**config.mk**
```make
export PLATFORM = sky130hd
export DESIGN_NAME = bin_bcd_seq
export DESIGN_NICKNAME = d
export VERILOG_FILES = /design/src/rtl/bin_bcd_seq.sv
export SDC_FILE = /design/constraint.sdc
export NUM_CORES = 1
export LEC_CHECK = 0
export CORE_MARGIN = 2
export CORE_UTILIZATION = 48
export DETAILED_ROUTE_END_ITERATION = 8
export PLACE_DENSITY_LB_ADDON = 0.25
export REMOVE_ABC_BUFFERS = 1
export SYNTH_ARGS = -nofsm -noshare
export SYNTH_HDL_FRONTEND = slang
export SYNTH_SLANG_ARGS = --single-unit
```
**constraint.sdc**
```tcl
create_clock -name clk -period 1.5 [get_ports clk]
set_input_delay 0.45 -clock clk [delete_from_list [all_inputs] [get_ports clk]]
set_output_delay 0.45 -clock clk [all_outputs]
set_load 0.01 [all_outputs]
```
**src/rtl/bin_bcd_seq.sv**
```systemverilog
// Sequential binary-to-BCD converter (double dabble), one operand bit per clock.
// Valid/ready on both sides, optional two's-complement input, decimal overflow flag.
module bin_bcd_seq #(
  parameter int BIN_W  = 13,
  parameter int DIGITS = 4,
  parameter int SIGNED = 0
) (
  input  logic                  clk,
  input  logic                  reset,
  input  logic                  in_valid,
  output logic                  in_ready,
  input  logic [BIN_W-1:0]      in_bin,
  output logic                  out_valid,
  input  logic                  out_ready,
  output logic [4*DIGITS-1:0]   out_bcd,
  output logic                  out_neg,
  output logic                  out_ovf,
  output logic                  busy
);

  localparam int BCD_W = 4 * DIGITS;
  localparam int CNT_W = (BIN_W > 1) ? $clog2(BIN_W) : 1;
  localparam logic [CNT_W-1:0] LAST_CNT = CNT_W'(BIN_W - 1);

  typedef enum logic [1:0] {
    IDLE = 2'd0,
    CONV = 2'd1,
    DONE = 2'd2
  } state_t;

  state_t           state;
  state_t           next_state;

  logic [BIN_W-1:0] bin_sr;
  logic [BIN_W-1:0] bin_shift;
  logic [BIN_W-1:0] load_mag;
  logic             load_neg;
  logic [BCD_W-1:0] bcd_acc;
  logic [BCD_W-1:0] bcd_adj;
  logic [BCD_W-1:0] bcd_shift;
  logic             last_bit;
  logic             ovf_acc;
  logic             neg_acc;
  logic [CNT_W-1:0] cnt;
  logic             cnt_last;

  // Operand conditioning: negative inputs are converted as their magnitude.
  // The most negative value maps to 2^(BIN_W-1), which still fits unsigned.
  always_comb begin
    // NOTE: every signal written here gets a default first, so no path leaves it unassigned (no latch).
    load_neg = 1'b0;
    load_mag = in_bin;
    if (SIGNED != 0 && in_bin[BIN_W-1]) begin
      load_neg = 1'b1;
      load_mag = -in_bin;
    end
  end

  // Add-3 on every digit that is 5 or more; digits are independent 4-bit adds.
  for (genvar g = 0; g < DIGITS; g++) begin : g_adj
    assign bcd_adj[4*g +: 4] = (bcd_acc[4*g +: 4] >= 4'd5) ? bcd_acc[4*g +: 4] + 4'd3
                                                             : bcd_acc[4*g +: 4];
  end

  // Adjust and shift in the same cycle; the bit leaving the top digit feeds overflow.
  assign {last_bit, bcd_shift, bin_shift} = {bcd_adj, bin_sr, 1'b0};

  assign cnt_last = (cnt == LAST_CNT);

  always_comb begin
    next_state = state;
    unique case (state)
      IDLE:    if (in_valid)  next_state = CONV;
      CONV:    if (cnt_last)  next_state = DONE;
      DONE:    if (out_ready) next_state = IDLE;
      default:                next_state = IDLE;
    endcase
  end

  always_ff @(posedge clk) begin
    // NOTE: sequential state uses non-blocking assignments so every register samples pre-edge values.
    if (reset) begin
      state <= IDLE;
    end else begin
      state <= next_state;
    end
  end

  always_ff @(posedge clk) begin
    if (reset) begin
      bin_sr  <= '0;
      bcd_acc <= '0;
      ovf_acc <= 1'b0;
      neg_acc <= 1'b0;
      cnt     <= '0;
      out_bcd <= '0;
      out_neg <= 1'b0;
      out_ovf <= 1'b0;
    end else begin
      unique case (state)
        IDLE: begin
          if (in_valid) begin
            bin_sr  <= load_mag;
            neg_acc <= load_neg;
            bcd_acc <= '0;
            ovf_acc <= 1'b0;
            cnt     <= '0;
          end
        end
        CONV: begin
          bin_sr  <= bin_shift;
          bcd_acc <= bcd_shift;
          ovf_acc <= ovf_acc | last_bit;
          if (cnt_last) begin
            // Counter parks at its last value so it cannot wrap for power-of-two widths.
            out_bcd <= bcd_shift;
            out_ovf <= ovf_acc | last_bit;
            out_neg <= neg_acc;
          end else begin
            cnt <= cnt + CNT_W'(1);
          end
        end
        default: ;
      endcase
    end
  end

  assign in_ready  = (state == IDLE) && !reset;
  assign out_valid = (state == DONE);
  assign busy      = (state != IDLE);

endmodule
```
==> flow_summary.yaml <==
critical_path:
  cp.buffers_inverters: 2
  critPathKind: "register to primary output"
  slowest_stage: "dfxtp_2"
  worst_setup_path_start_kind: "register"
  crit_family: "flip-flops"
  cp_slowest_stage_delay_ns: 0.35
  cp.depth: 4
  crit_chain: "nor2_4 > inv_2 > nor2_1 > buf_2"
  worstRegToRegCells: 6
  arrival_ns: 1.01
  critPathMaxFanout: 3
  critPathRequiredTime_ns: 1.05
  critPathCaptureType: "primary output"
min_path:
  worstHoldPathCells: 2
  hp-class: "register to register"
synthesis:
  ys_seq_elements: 53
  synth_cell_types: 41
  syn_inst: 278
  synth_top_cell_area_share_pct: 41.65
  ys_async_sr_fraction_pct: 0
  ys_top_cells_by_area: "dfxtp_1 (42%), nor2_1 (5.2%), ha_1 (4.9%)"
  yosys_warnings: 0
  syn_area_per_cell_um2: 9.163
  synth_area_um2: 2547
  ys_seq_area_share_pct: 41.65
  synth_ff_type: "dfxtp_1"
  synth_top_cell_by_area: "dfxtp_1"
  synth_enable_flop_cells: 0
global_routing:
  grt_max_degree: 27
  grt_pass1_vias: 2026
  grt_usage_pct: 19.73
  overflow: 0
  grt_pass1_wl_um: 9390
  antenna_found_initial: 0
placed_design:
  place_ws_ns: -0.2245
  dpl_cell_area_um2: 3072
  gp_congestion: 0.8526
  dp_hpwl_um: 3869
  numPortBuffers: 36
final_layout:
  drive_above_1_share_pct: 23.03
  most-common-layout-cells: "dfxtp_1 (43), nor2_1 (33), nand2_1 (32), buf_4 (21), dlygate4sd2_1 (17)"
  final_common_cell: "dfxtp_1"
  stdcell_area_um2: 3272
  fill_cells: 461
  antenna_cells: 0
  syn_to_final_growth_pct: 28.44
  final_nets: 357
sta:
  period_share_pct: 97.25
  fmax_mhz: 685.5
  finClkSkew_ns: 0.005350
  hold_slack_ns: 0.4798
  period_needed_ns: 1.459
  rsz0062_at_grt: "yes"
  hold_violations: 0
  fin_setup_tns_ns: 0
  maxSlewViolCount: 0
  setup_viol: 0
  setup_slack_ns: 0.04120
routing:
  drc: 0
  dr.first_iter.drc_count: 64
  drt-total-wl_um: 5646
  wl_per_cell_um: 14.12
  vias: 2141
  via_per_inst: 5.353
  ant_nets: 0
  dr.pass1.iters: 4
floorplanning:
  design.core.area_um2: 5107
  die_w_um: 76.85
  initial_core_util_pct: 49.88
  die_height_um: 76.85
  rows: 26
  ios: 38
  die_area_um2: 5906
clock_tree:
  cts_buffers: 5
  path_clk_slew_ns: 0.09
  htreeDepth: 2
  cts_tree: "built"
  clockBufferDepth: 2
  cts_hold_buf: 0
  cts_sinks: 53
  clockRootBuffer: "clkbuf_8"
  clock_latency_ns: 0.30
flow_run:
  cap_violations: 0
power:
  ir_drop_v: 0.0004014
  p_total_mw: 2.545
  p_per_area_nw_per_um2: 777.8
  p_leak_nw: 1.384
outcome:
  status: "finished, final reports clean"
## timing repair
action / CTS / global route
pin swaps: 2 / 11
setup endpoints to repair: 34 / 25
resized for setup: 36 / 24
buffers inserted: 2 / 3
## synthesized netlist by cell type (7+ instances only)
| master | count |
|---|---|
| inv_1 | 13 |
| a21o_1 | 8 |
| nand2_1 | 32 |
| nand2b_1 | 7 |
| nor3b_1 | 15 |
| a21oi_1 | 15 |
| a22o_1 | 8 |
| a311oi_1 | 12 |
| o21ai_0 | 7 |
| ha_1 | 10 |
| nor2_1 | 35 |
| dfxtp_1 | 53 |
## metrics by stage
stage | std cells | util (%)
3_3_place_gp | 388 | 60.14
4_1_cts | 397 | 62.25
3_5_place_dp | 388 | 60.14
5_1_grt | 400 | 64.06
6_report | 400 | 64.06
2_1_floorplan | 261 | -
## per-layer routing
metal	wire [µm]	global-route usage, %	up-vias	share of wire (%)
li1	-	-	1076	-
met1	2576	23.62	1019	46
met2	2751	34.21	37	49
met3	231	4.706	9	4.1
met4	87	7.273	0	1.5
met5	0	0	-	0
## tightest hold or removal path, cell delays in order (launching register included)
cell and delay [ns]:
dfxtp_1 0.32, nand2_1 0.05, a311oi_1 0.07
## path summary, 6_finish.rpt
check	start	end	slack (ns)
min	bin_sr[1]$_SDFFE_PP0P_	bin_sr[2]$_SDFFE_PP0P_	0.48
min reg2reg	bin_sr[1]$_SDFFE_PP0P_	bin_sr[2]$_SDFFE_PP0P_	0.48
max	state[1]$_SDFFE_PP0P_	in_ready	0.04
max reg2reg	bcd_acc[5]$_SDFFE_PP0P_	bcd_acc[6]$_SDFFE_PP0P_	0.08
## state kept, by name, summed over array words and instances, names as in the netlist
name,cells
bcd_acc,16
bin_sr,13
cnt,4
out_bcd,16
out_ovf,1
ovf_acc,1
state,2
## final cells by class
type                       instances  area, µm²  share of cell area (%)
tap                               70      87.58                   2.677
sequential                        53       1079                   32.96
clock buffer                       7      86.33                   2.639
timing repair buffer              62      576.8                   17.63
inverter                          13      48.80                   1.491
multi-input combinational        195       1394                   42.60
## kinds of logic after synthesis
group | Yosys count | share of synthesized area, %
muxes | 5 | 1.965
and+or+nand+nor | 102 | 20.58
xor gates and xnor gates | 6 | 2.063
other | 1 | 0.1472
AOI/OAI and AO/OA | 71 | 21.81
buffers and inverters | 30 | 6.876
DFF | 53 | 41.65
adders and majority gates | 10 | 4.912
## power breakdown
part | switching [mW] | internal (mW) | total, mW
Combinational | 0.145 | 0.132 | 0.278
Sequential | 0.0219 | 1.44 | 1.46
Clock | 0.439 | 0.367 | 0.806
Total | 0.606 | 1.94 | 2.55
Power figures use the tool's default switching activity.
